<file path="config.mk">
export PLATFORM = sky130hd
export DESIGN_NAME = dca_matrix_row_mover_flat
export DESIGN_NICKNAME = d
export VERILOG_FILES = /design/src/rtl/dca_matrix_row_mover_if.sv /design/src/rtl/dca_matrix_row_mover.sv /design/src/flat_wrapper.sv
export SDC_FILE = /design/constraint.sdc
export NUM_CORES = 1
export LEC_CHECK = 0
export CAP_MARGIN = 20
export CORE_AREA = 2 2 405 407
export CTS_CLUSTER_DIAMETER = 50
export DETAILED_ROUTE_END_ITERATION = 8
export DIE_AREA = 0 0 407 409
export PLACE_DENSITY_LB_ADDON = 0.15
export SLEW_MARGIN = 20
export SYNTH_ARGS = -nofsm -noshare
export SYNTH_HDL_FRONTEND = slang
export SYNTH_SLANG_ARGS = --single-unit
</file>
<file path="constraint.sdc">
create_clock -name clk -period 1.54 [get_ports clk]
set_input_delay 0.231 -clock clk [delete_from_list [all_inputs] [get_ports clk]]
set_output_delay 0.231 -clock clk [all_outputs]
set_load 0.03 [all_outputs]
</file>
<file path="src/rtl/dca_matrix_row_mover_if.sv">
// Row-stream and matrix move-port bundle for dca_matrix_row_mover.
// The mover is the slave; the stream fabric and matrix model sit on the master side.
interface dca_matrix_row_mover_if #(
    parameter int unsigned BW_TENSOR_ROW = 256
);
    logic                     in_valid;
    logic                     in_ready;
    logic [BW_TENSOR_ROW-1:0] in_data;
    logic                     out_valid;
    logic                     out_ready;
    logic [BW_TENSOR_ROW-1:0] out_data;
    logic                     move_wenable;
    logic [BW_TENSOR_ROW-1:0] move_wdata_list;
    logic                     move_renable;
    logic [BW_TENSOR_ROW-1:0] move_rdata_list;

    modport slave (
        input  in_valid, in_data, out_ready, move_rdata_list,
        output in_ready, out_valid, out_data, move_wenable, move_wdata_list, move_renable
    );

    modport master (
        output in_valid, in_data, out_ready, move_rdata_list,
        input  in_ready, out_valid, out_data, move_wenable, move_wdata_list, move_renable
    );
endinterface

</file>
<file path="src/rtl/dca_matrix_row_mover.sv">
// Row-stream controller for the move port of a row-granular DCA matrix register.
// LOAD writes one streamed row per beat; STORE pops rows to the output stream, optionally recirculating.
module dca_matrix_row_mover #(
    parameter int unsigned MATRIX_NUM_ROW   = 8,
    parameter int unsigned MATRIX_NUM_COL   = 8,
    parameter int unsigned BW_TENSOR_SCALAR = 32
) (
    input  logic                 clk,
    input  logic                 rst,
    input  logic                 load_start,
    input  logic                 store_start,
    input  logic                 store_keep,
    input  logic                 abort,
    output logic                 busy,
    output logic                 done,
    dca_matrix_row_mover_if.slave bus
);
    localparam int unsigned BW_TENSOR_ROW = MATRIX_NUM_COL * BW_TENSOR_SCALAR;
    localparam int unsigned BW_ROW_COUNT  = $clog2(MATRIX_NUM_ROW) + 1;
    localparam logic [BW_ROW_COUNT-1:0] LAST_ROW = BW_ROW_COUNT'(MATRIX_NUM_ROW - 1);

    typedef enum logic [1:0] {
        S_IDLE  = 2'd0,
        S_LOAD  = 2'd1,
        S_STORE = 2'd2
    } state_t;

    state_t                  state, state_d;
    logic [BW_ROW_COUNT-1:0] row_cnt, row_cnt_d;
    logic                    keep_q, keep_d;
    logic                    done_d;

    logic                     in_ready_c;
    logic                     out_valid_c;
    logic [BW_TENSOR_ROW-1:0] out_data_c;
    logic                     wen_c;
    logic [BW_TENSOR_ROW-1:0] wdata_c;
    logic                     ren_c;

    // State register; strobes derive from state so they drop as soon as rst rises.
    always_ff @(posedge clk or posedge rst) begin
        if (rst) begin
            state   <= S_IDLE;
            row_cnt <= '0;
            keep_q  <= 1'b0;
            done    <= 1'b0;
        end else begin
            state   <= state_d;
            row_cnt <= row_cnt_d;
            keep_q  <= keep_d;
            done    <= done_d;
        end
    end

    // Next-state and move/stream strobes; abort outranks a coincident beat.
    always_comb begin
        state_d     = state;
        row_cnt_d   = row_cnt;
        keep_d      = keep_q;
        done_d      = 1'b0;
        in_ready_c  = 1'b0;
        out_valid_c = 1'b0;
        out_data_c  = '0;
        wen_c       = 1'b0;
        wdata_c     = '0;
        ren_c       = 1'b0;

        unique case (state)
            S_IDLE: begin
                if (load_start) begin
                    state_d = S_LOAD;
                end else if (store_start) begin
                    state_d = S_STORE;
                    keep_d  = store_keep;
                end
            end

            S_LOAD: begin
                in_ready_c = 1'b1;
                if (abort) begin
                    state_d   = S_IDLE;
                    row_cnt_d = '0;
                    done_d    = 1'b1;
                end else if (bus.in_valid) begin
                    wen_c   = 1'b1;
                    wdata_c = bus.in_data;
                    if (row_cnt == LAST_ROW) begin
                        state_d   = S_IDLE;
                        row_cnt_d = '0;
                        done_d    = 1'b1;
                    end else begin
                        row_cnt_d = row_cnt + BW_ROW_COUNT'(1);
                    end
                end
            end

            S_STORE: begin
                out_valid_c = 1'b1;
                out_data_c  = bus.move_rdata_list;
                if (abort) begin
                    state_d   = S_IDLE;
                    row_cnt_d = '0;
                    done_d    = 1'b1;
                end else if (bus.out_ready) begin
                    ren_c = 1'b1;
                    // Recirculate: the popped row is written back at the bottom.
                    if (keep_q) begin
                        wen_c   = 1'b1;
                        wdata_c = bus.move_rdata_list;
                    end
                    if (row_cnt == LAST_ROW) begin
                        state_d   = S_IDLE;
                        row_cnt_d = '0;
                        done_d    = 1'b1;
                    end else begin
                        row_cnt_d = row_cnt + BW_ROW_COUNT'(1);
                    end
                end
            end

            default: begin
                state_d   = S_IDLE;
                row_cnt_d = '0;
            end
        endcase
    end

    assign busy                = (state != S_IDLE);
    assign bus.in_ready        = in_ready_c;
    assign bus.out_valid       = out_valid_c;
    assign bus.out_data        = out_data_c;
    assign bus.move_wenable    = wen_c;
    assign bus.move_wdata_list = wdata_c;
    assign bus.move_renable    = ren_c;
endmodule

</file>
<file path="src/flat_wrapper.sv">
// flat-port wrapper written by rule: the top's interface ports become plain ports
module dca_matrix_row_mover_flat 
#(
    parameter int unsigned MATRIX_NUM_ROW   = 8,
    parameter int unsigned MATRIX_NUM_COL   = 8,
    parameter int unsigned BW_TENSOR_SCALAR = 32
)
  (clk, rst, load_start, store_start, store_keep, abort, busy, done, bus_in_valid, bus_in_data, bus_out_ready, bus_move_rdata_list, bus_in_ready, bus_out_valid, bus_out_data, bus_move_wenable, bus_move_wdata_list, bus_move_renable);
  dca_matrix_row_mover_if #(.BW_TENSOR_ROW((256))) bus_i ();
  input  logic clk;
  input  logic rst;
  input  logic load_start;
  input  logic store_start;
  input  logic store_keep;
  input  logic abort;
  output logic busy;
  output logic done;
  input wire logic [$bits(bus_i.in_valid)-1:0] bus_in_valid;
  input wire logic [$bits(bus_i.in_data)-1:0] bus_in_data;
  input wire logic [$bits(bus_i.out_ready)-1:0] bus_out_ready;
  input wire logic [$bits(bus_i.move_rdata_list)-1:0] bus_move_rdata_list;
  output wire logic [$bits(bus_i.in_ready)-1:0] bus_in_ready;
  output wire logic [$bits(bus_i.out_valid)-1:0] bus_out_valid;
  output wire logic [$bits(bus_i.out_data)-1:0] bus_out_data;
  output wire logic [$bits(bus_i.move_wenable)-1:0] bus_move_wenable;
  output wire logic [$bits(bus_i.move_wdata_list)-1:0] bus_move_wdata_list;
  output wire logic [$bits(bus_i.move_renable)-1:0] bus_move_renable;
  assign bus_i.in_valid = bus_in_valid;
  assign bus_i.in_data = bus_in_data;
  assign bus_i.out_ready = bus_out_ready;
  assign bus_i.move_rdata_list = bus_move_rdata_list;
  assign bus_in_ready = bus_i.in_ready;
  assign bus_out_valid = bus_i.out_valid;
  assign bus_out_data = bus_i.out_data;
  assign bus_move_wenable = bus_i.move_wenable;
  assign bus_move_wdata_list = bus_i.move_wdata_list;
  assign bus_move_renable = bus_i.move_renable;
  dca_matrix_row_mover #(.MATRIX_NUM_ROW(MATRIX_NUM_ROW), .MATRIX_NUM_COL(MATRIX_NUM_COL), .BW_TENSOR_SCALAR(BW_TENSOR_SCALAR)) u_core (.clk(clk), .rst(rst), .load_start(load_start), .store_start(store_start), .store_keep(store_keep), .abort(abort), .busy(busy), .done(done), .bus(bus_i));
endmodule
</file>
# == After elaboration in Yosys (flattened, before gate mapping) ==
# Index checks and enable logic that the tools add are counted.
# classes
bitwise,2
addsub,1
eq_ne,6
n_reduce_logical,5
muxes,38
# op_table
op,n
$mux 256,6
$pmux 256 s2,1
$mux 4,5
$mux 1,15
$mux 2,7
$pmux 4 s3,1
$ne 3x3->1 const B,3
$reduce_and 3->1,3
$pmux 2 s3,1
$add 4x1->4 const B,1
$eq 4x3->1 const B,1
$pmux 1 s2,2
$eq 2x1->1 const B,1
$eq 2x2->1 const B,1
$logic_not 2->1,1
$not 1->1,2
$reduce_bool 2->1,1
# totals
word_cells,56
output_inout_bits,518
reg_bits,8
input_bits,520

# == Depth between registers and ports, before layout ==
# Gate-level depths: netlist of the first run.
# depth
ltp_word,5
mapped_depth,8
ltp_nobuf,6

# == Least setup slack after synthesis of the first run ==
# Ideal clock, no wire load.
# synth_path
path_type,register -> output
startpoint,register u_core.state[1]
endpoint,output bus_move_wdata_list[180]
path_slack_ns,-0.744
stages_incl_launch_ff,9
arrival_ns,2.053
n_path_buf,3
required_ns,1.309
path_cell_list,dfrtp_1 inv_1 ha_1 and3b_1 buf_2 buf_2 buf_2 a22oi_1 nor2b_1
# synth_via
elab_chain_len,2
word_cells_on_any_way,3
cone_classes,eq/ne: 2; mux: 1
# synth_lines
item,line,source
start: declaration,dca_matrix_row_mover.sv:28,"state_t state, state_d;"
start signal: assignment,dca_matrix_row_mover.sv:48,state <= state_d;
$eq 2x2->1 / $eq 2x1->1 (equally long branches),dca_matrix_row_mover.sv:68,unique case (state)
$pmux 256 s2 *,dca_matrix_row_mover.sv:68,
end: declaration,flat_wrapper.sv:26,output wire logic [$bits(bus_i.move_wdata_list)-1:0] bus_move_wdata_list;
# Every way passes the cells marked *; elsewhere a longest branch is shown, timed or not.

# == Final worst setup path of the first run ==
# layout_path
startpoint,register u_core.state[0]
endpoint,output bus_move_wdata_list[31]
# The elaborated chain is that of the path after synthesis.

==> results of run 1 <==
## path summary, 6_finish.rpt
kind                                               startpoint                       endpoint  slack, ns  cells after the start
max in group asynchronous                                 rst    u_core.state[1]$_DFFE_PP0P_       0.99                      2
worst min register to register  u_core.row_cnt[3]$_DFFE_PP0P_  u_core.row_cnt[3]$_DFFE_PP0P_       0.54                      1
worst max register to register    u_core.state[0]$_DFFE_PP0P_  u_core.row_cnt[3]$_DFFE_PP0P_      -0.53                     10
min in group clk                u_core.row_cnt[3]$_DFFE_PP0P_  u_core.row_cnt[3]$_DFFE_PP0P_       0.54                      1
worst min-delay path                                      rst    u_core.state[0]$_DFFE_PP0P_       0.27                      2
worst max-delay path              u_core.state[0]$_DFFE_PP0P_        bus_move_wdata_list[31]      -0.78                      9
## metrics by stage
step / total power (uW) / setup slack (ns) / hold slack (ns) / std cells
after global placement: 27200 / -0.941 / 0.522 / 4373
after floorplan: 11900 / -0.416 / 0.0467 / 939
after detailed placement: 26900 / -0.898 / 0.532 / 4373
final: 31800 / -0.781 / 0.273 / 4447
after global routing: 33400 / -0.816 / 0.322 / 4439
after CTS: 30200 / -0.763 / 0.293 / 4410
## power groups by stage
stage	Sequential (uW)	Combinational, uW	Clock, uW
2_1_floorplan	356	11500	0
3_3_place_gp	359	26800	0
3_5_place_dp	358	26600	0
4_1_cts	349	29400	439
5_1_grt	357	32600	451
6_report	349	31000	433
## cell families (layout without fill, tap and decap cells)
group	after synthesis	count (layout)
simple gates	534	534
compound gates	269	269
buf+inv	121	1442
flops	8	8
fa+ha+maj	5	5
mux	2	2
other cells	0	12
## area by class of cell
type / count / area, sq um / area share (%)
Multi-Input combinational cell: 810 / 7590 / 28.6
Sequential cell: 8 / 201 / 0.758
Tap cell: 2175 / 2720 / 10.2
Timing Repair Buffer: 1434 / 15900 / 59.9
Antenna cell: 12 / 30.0 / 0.113
Clock buffer: 3 / 75.1 / 0.283
Inverter: 5 / 18.8 / 0.0707
## routing by layer
layer,global-route usage (%),part of all wire [%]
met1,14.3,40
met2,22.2,52
met3,2.75,6.7
met4,0.779,0.61
met5,0,0.17
## flip-flops by register name, indices dropped and copies added, names as in the netlist
register and cells:
u_core.done 1, u_core.row_cnt 4, u_core.state 2, u_core.keep_q 1
## cells in the final DEF, fill, tap and decap left out, drive strengths merged, types with 2 or more instances in the layout
| cell | n |
|---|---|
| a21oi | 3 |
| a22oi | 257 |
| and2 | 256 |
| and3b | 3 |
| buf | 902 |
| clkbuf | 14 |
| clkdlybuf4s50 | 518 |
| dfrtp | 8 |
| diode | 12 |
| dlygate4sd2 | 2 |
| ha | 5 |
| inv | 5 |
| nand2 | 2 |
| nand2b | 3 |
| nand3b | 3 |
| nor2 | 2 |
| nor2b | 258 |
| o21ai | 3 |
| or2 | 2 |
## timing repair
item / 4_1_cts / 5_1_grt
resized for setup: 195 / 143
setup buffers: 20 / 14
endpoints found under the setup margin: 523 / 524
cloned: 14 / 14
pin swaps: 11 / 32
## worst reg2reg max path, stage by stage, from the launching register on
cell and delay [ns]:
dfrtp_1 0.38, inv_2 0.07, ha_4 0.19, buf_12 0.14
buf_12 0.14, buf_16 0.15, nand2b_1 0.07, a21oi_1 0.07
buf_4 0.15, or2_2 0.31, a211o_1 0.29
==> metrics, run 1 <==
Residual DRC=0; largest net degree at the start of global routing=31; Root Buffer=clkbuf_16; Vias=approximately 12,000; Seq/Total Area, Yosys=around 3.2%; Comb pwr share=a little over nine tenths; Port Buffer Count=just over 1,000; part of the power in the clock network=approximately 1.4%; final design area excluding fillers=~27,000 sq um; post-synth net total=1,464; Hold Vio Cnt, Final=0; DP Wirelength=roughly 90,000 microns; mux cell area share after synthesis=0.345%; Post-Synth Adder-Cell Area=under 10%; failing checks=setup timing; global route overflow=0; Core Footprint=between 150,000 and 200,000 sq um; top post-synthesis cells by area=a22oi_1, nor2b_1, and2_1, buf_2, clkbuf_1; Sequential Power Share=approximately 1.1%; distinct cell type count after synthesis=29; Clk Latency, worst-skew pair=about 0.23 ns; Worst slew margin=between 70% and 80%; DR pass1 iterations=4; Post-Synth XOR/XNOR Area=0%; Final Net Count=about 2,800; Post-synth top cells=nor2b_1, a22oi_1, and2_1, buf_2, clkbuf_1; Crit Path Max Fanout=15; MaxCap Viol Count=0; FF+latch count, synth=8; Synth top area share=between 30% and 40%; worst vdd ir=0.564 mV; Tot GR Track Use=between 10% and 20%; clock-pin slew on the worst setup and hold paths=~0.04 ns; RSZ-0062 raised after global routing=true; Layout area overhead=331%; I/O Pins=approximately 1,000; WP buf/inv=5; Die ar.=between 150,000 and 200,000 sq um; sw frac=46.8%; initial DRC count=~440; CP Capture Type=output pin; Ys Warns=0; DP Area=approximately 24,000 sq um; wire per inst=around 24 microns; Period minus WS final=roughly 2.3 ns; Critical Path Slowest Stage Cell=dfrtp_1; global-route wire length before repair=between 100,000 and 150,000 microns; initial antenna violation count=24; H-tree depth=1; leak pwr=~0.01 uW; routability cong.=about 0.85; TritonCTS Buffers=3; Sink Count=8; pwr dens=approximately 1200 nW/um^2; final setup TNS=-309.79 ns; Rows=between 100 and 150; CP Cell Sequence=inv_2, ha_4, buf_6, buf_16, clkbuf_16, and2_2, a22oi_1, nor2b_2, buf_4; share of layout cells above drive strength 1=between 60% and 70%; CP top delay family=buffers and inverters; max frequency=431 MHz; WS Path Type=reg2out; CTS tree=done; sw power=roughly 15,000 uW; Mapped Area=~6000 sq um; area leader, netlist=a22oi_1; Initial Util=between 3 and 4%; run status=complete, but fails checks; syn avg cell area=around 6.6 sq um; measured slew at the worst slew-check pin=roughly 0.38 ns; DRT Wirelength=108,000 microns; Via density=between 2 and 3; Final ANT Viol Nets=0; Simple-Gate Fraction of Synth Area=about 54%; hold buffer count at cts=0; fill count=18,300; vias in the first global route=13,000; largest family of logic cells by synthesized area=simple AND/OR/NAND/NOR gates; Tightest Hold Check Type=in2async; period utilization=151%; Pint=between 15,000 and 20,000 uW; CTS Buffer Depth=2; kind of start point of the critical path=flop; cells after synthesis=about 940; width of the die=around 410 microns; Most used DFF post-synth=dfrtp_1; Core Util, Final=between 15 and 20%; Setup WS post-layout=-0.781 ns; count leader, synth=nor2b_1; Worst EP required=around 1.3 ns; die height=a little over 400 microns; ys async rst share=between 90% and 100%; Worst Path Arrival=~2.1 ns; # setup viols final=around 520; Slew Viols, Final=0; number of synthesized flops with an enable pin=0; clock skew=~0.0018 ns; post-synthesis compound-gate area fraction=approximately 33%; slowest stage delay, CP=between 0.3 and 0.4 ns
Power figures use the tool's default switching activity.
==> inputs of run 2 (changes only) <==
--- a/config.mk
+++ b/config.mk
@@ -5,11 +5,11 @@
 export SDC_FILE = /design/constraint.sdc
 export NUM_CORES = 1
 export LEC_CHECK = 0
-export CAP_MARGIN = 20
-export CORE_AREA = 2 2 405 407
+export ABC_AREA = 1
+export CORE_AREA = 2 2 400 402
 export CTS_CLUSTER_DIAMETER = 50
 export DETAILED_ROUTE_END_ITERATION = 8
-export DIE_AREA = 0 0 407 409
+export DIE_AREA = 0 0 402 404
 export PLACE_DENSITY_LB_ADDON = 0.15
 export SLEW_MARGIN = 20
 export SYNTH_ARGS = -nofsm -noshare
==> run 2 against run 1 <==
The flow still finishes with violations (setup timing). Critical path type unchanged. Die area down 2.4%. Register-to-register slack better by 0.28 ns. Critical path depth down 1. Cell count up 11%. Clock skew about the same. Largest cell class unchanged.
==> metrics, run 2 <==
Die ar.=~160,000 sq um; initial antenna violation count=12; Multi-input gate area=roughly 9000 sq um; max reg flops=4; CTS Buffer Depth=2; Critical Path Slowest Stage Cell=dfrtp_1; Final ANT Viol Nets=0; final total power=roughly 34,000 uW; measured slew at the worst slew-check pin=0.395 ns; global route overflow=0; slowest stage delay, CP=between 0.4 and 0.5 ns; DRT Wirelength=between 90,000 and 100,000 microns; Initial Util=approximately 4.2%; Mapped Area=6680 sq um; WS Path Type=reg2out; leak pwr=between 0.01 and 0.015 uW; Crit Path Max Fanout=6; MaxCap Viol Count=0; hold buffer count at cts=0; Port Buffer Count=approximately 1,000; Worst slew margin=approximately 74%; worst r2r src=u_core.state[0]$_DFFE_PP0P_; routability cong.=0.801; Comb pwr share=just under 100%; most common cell after layout, fill and taps aside=buf_4; Sink Count=8; clock skew=between 0.0015 and 0.002 ns; storage element area=approximately 200 sq um; failing checks=setup timing; top post-synthesis cells by area=nand2_1, a21oi_1, inv_1, a21oi_2, buf_6; GR Util met1=between 10% and 20%; # setup viols final=approximately 520; I/O Pins=a little over 1,000; GRT busiest layer=met2; Core Footprint=about 160,000 sq um; vias in the first global route=between 15,000 and 20,000; FF+latch count, synth=8; WHS=roughly 0.28 ns; global-route wire length before repair=about 130,000 microns; number of synthesized flops with an enable pin=0; GR Util met2=between 20% and 30%; Clk Latency, worst-skew pair=~0.23 ns; WP buf/inv=6; die height=between 400 and 500 microns; Pint=around 15,000 uW; distinct cell type count after synthesis=23; run status=complete, but fails checks; worst vdd ir=slightly below 0.8 mV; CP top delay family=buffers and inverters; fill count=~18,000; Reg2Reg Setup Slack=-0.25 ns; Seq/Total Area, Yosys=3.00%; post-synth net total=approximately 2,000; initial DRC count=420; H-tree depth=1; part of the power in the clock network=approximately 1.3%; DR pass1 iterations=4; cells after synthesis=between 1,000 and 1,500; max frequency=approximately 440 MHz; Setup WS post-layout=-0.736 ns; Vias=14,000; CP most frequent cell=buf_12; commonest cells after routing, fill and taps aside=buf_4, clkdlybuf4s50_1, nand2_1; Synth top area share=between 40% and 50%; Via density=2.85; Worst Path Arrival=between 2 and 2.5 ns; Root Buffer=clkbuf_16; TritonCTS Buffers=3; largest net degree at the start of global routing=21; Residual DRC=0; CP Capture Type=output pin; biggest regs=u_core.row_cnt (4), u_core.state (2); syn avg cell area=about 4.5 sq um; CP Cell Sequence=inv_2, ha_1, buf_12, inv_16, buf_16, buf_12, a21oi_4, buf_12; sw power=a little under 20,000 uW; width of the die=402 microns; wire per inst=around 19 microns; Most used DFF post-synth=dfrtp_1; DP Wirelength=roughly 80,000 microns; CTS tree=done; Final Net Count=3,371; met3 Track Usage GR=slightly below 3%; Ys Warns=0; Worst EP required=approximately 1.3 ns; sw frac=a little under three fifths; Tot GR Track Use=roughly 11%; ys async rst share=100%; RSZ-0062 raised after global routing=true; pwr dens=about 1200 nW/um^2; Sequential Power Share=1.0%; RR Endpoint=u_core.state[0]$_DFFE_PP0P_; Rows=146; Tightest Hold Check Type=in2async; Period minus WS final=~2.3 ns; Slew Viols, Final=0; Post-synth top cells=nand2_1, inv_1, a21oi_1, a21oi_2, buf_2; Top reg by flops=u_core.row_cnt; Core Util, Final=18.0%; Hold Vio Cnt, Final=0; R2R depth=10; period utilization=148%; Layout area overhead=325%; clock-pin slew on the worst setup and hold paths=approximately 0.040 ns; kind of start point of the critical path=flop; count leader, synth=nand2_1; share of layout cells above drive strength 1=around 66%; area leader, netlist=nand2_1
==> run 2: cell type report <==
type / instances / area share [%]
Tap cell: 2072 / 9.13
Timing Repair inverter: 3 / 0.132
Timing Repair Buffer: 1474 / 54.0
Clock buffer: 3 / 0.264
Multi-Input combinational cell: 1085 / 31.3
Inverter: 271 / 4.40
Sequential cell: 8 / 0.705
Antenna cell: 5 / 0.0440
==> run 2: repair_timing <==
item,CTS,global route
gates resized for setup,81,45
setup endpoints to repair,524,524
setup buffers,11,4
endpoints found under the hold margin,0,0
cloned,9,2
pin swaps,2,0
==> run 2: kinds of logic (layout without fill, tap and decap cells) <==
group	count (synthesis)	count (layout)	share of synthesized area, %
AOI/OAI and AO/OA	261	261	21.8
adders and majority gates	5	5	0.936
buffers and inverters	384	1751	26.7
DFF	8	8	3.00
other	0	5	0
and+or+nand+nor	819	819	47.6
==> run 2: power by group through the flow <==
stage	combinational, uW	sequential, uW	clock [uW]
after floorplan	16400	358	0
after global placement	32200	343	0
after detailed placement	32000	342	0
after CTS	34100	343	456
after global routing	35500	349	467
final	33500	341	444
==> run 2: through the flow <==
step                      setup WS (ns)  instance area [sq um]  instances  setup TNS [ns]
after floorplan                  -0.452                  11500       1477          -64.91
after global placement           -0.823                  27500       4887         -241.27
after detailed placement         -0.837                  27500       4887         -240.18
after CTS                        -0.784                  28200       4910         -309.90
after global routing             -0.815                  28400       4921         -328.90
final                            -0.736                  28400       4921         -286.41
==> run 2: layer usage <==
metal / wire length (microns) / share of wire, %
met5: 76 / 0.080
met2: 49400 / 52
met1: 39100 / 41
met4: 286 / 0.30
met3: 6470 / 6.8
==> run 2: worst max path at each step <==
stage | to | startpoint | depth (start not counted)
floorplan | bus_move_wdata_list[214] | u_core.state[0]$_DFFE_PP0P_ | 8
global placement | bus_move_wdata_list[235] | abort | 8
detailed placement | bus_move_wdata_list[235] | abort | 8
CTS | bus_move_wdata_list[106] | u_core.state[1]$_DFFE_PP0P_ | 9
global route | bus_move_wdata_list[155] | u_core.state[0]$_DFFE_PP0P_ | 8
finish | bus_move_wdata_list[155] | u_core.state[0]$_DFFE_PP0P_ | 8
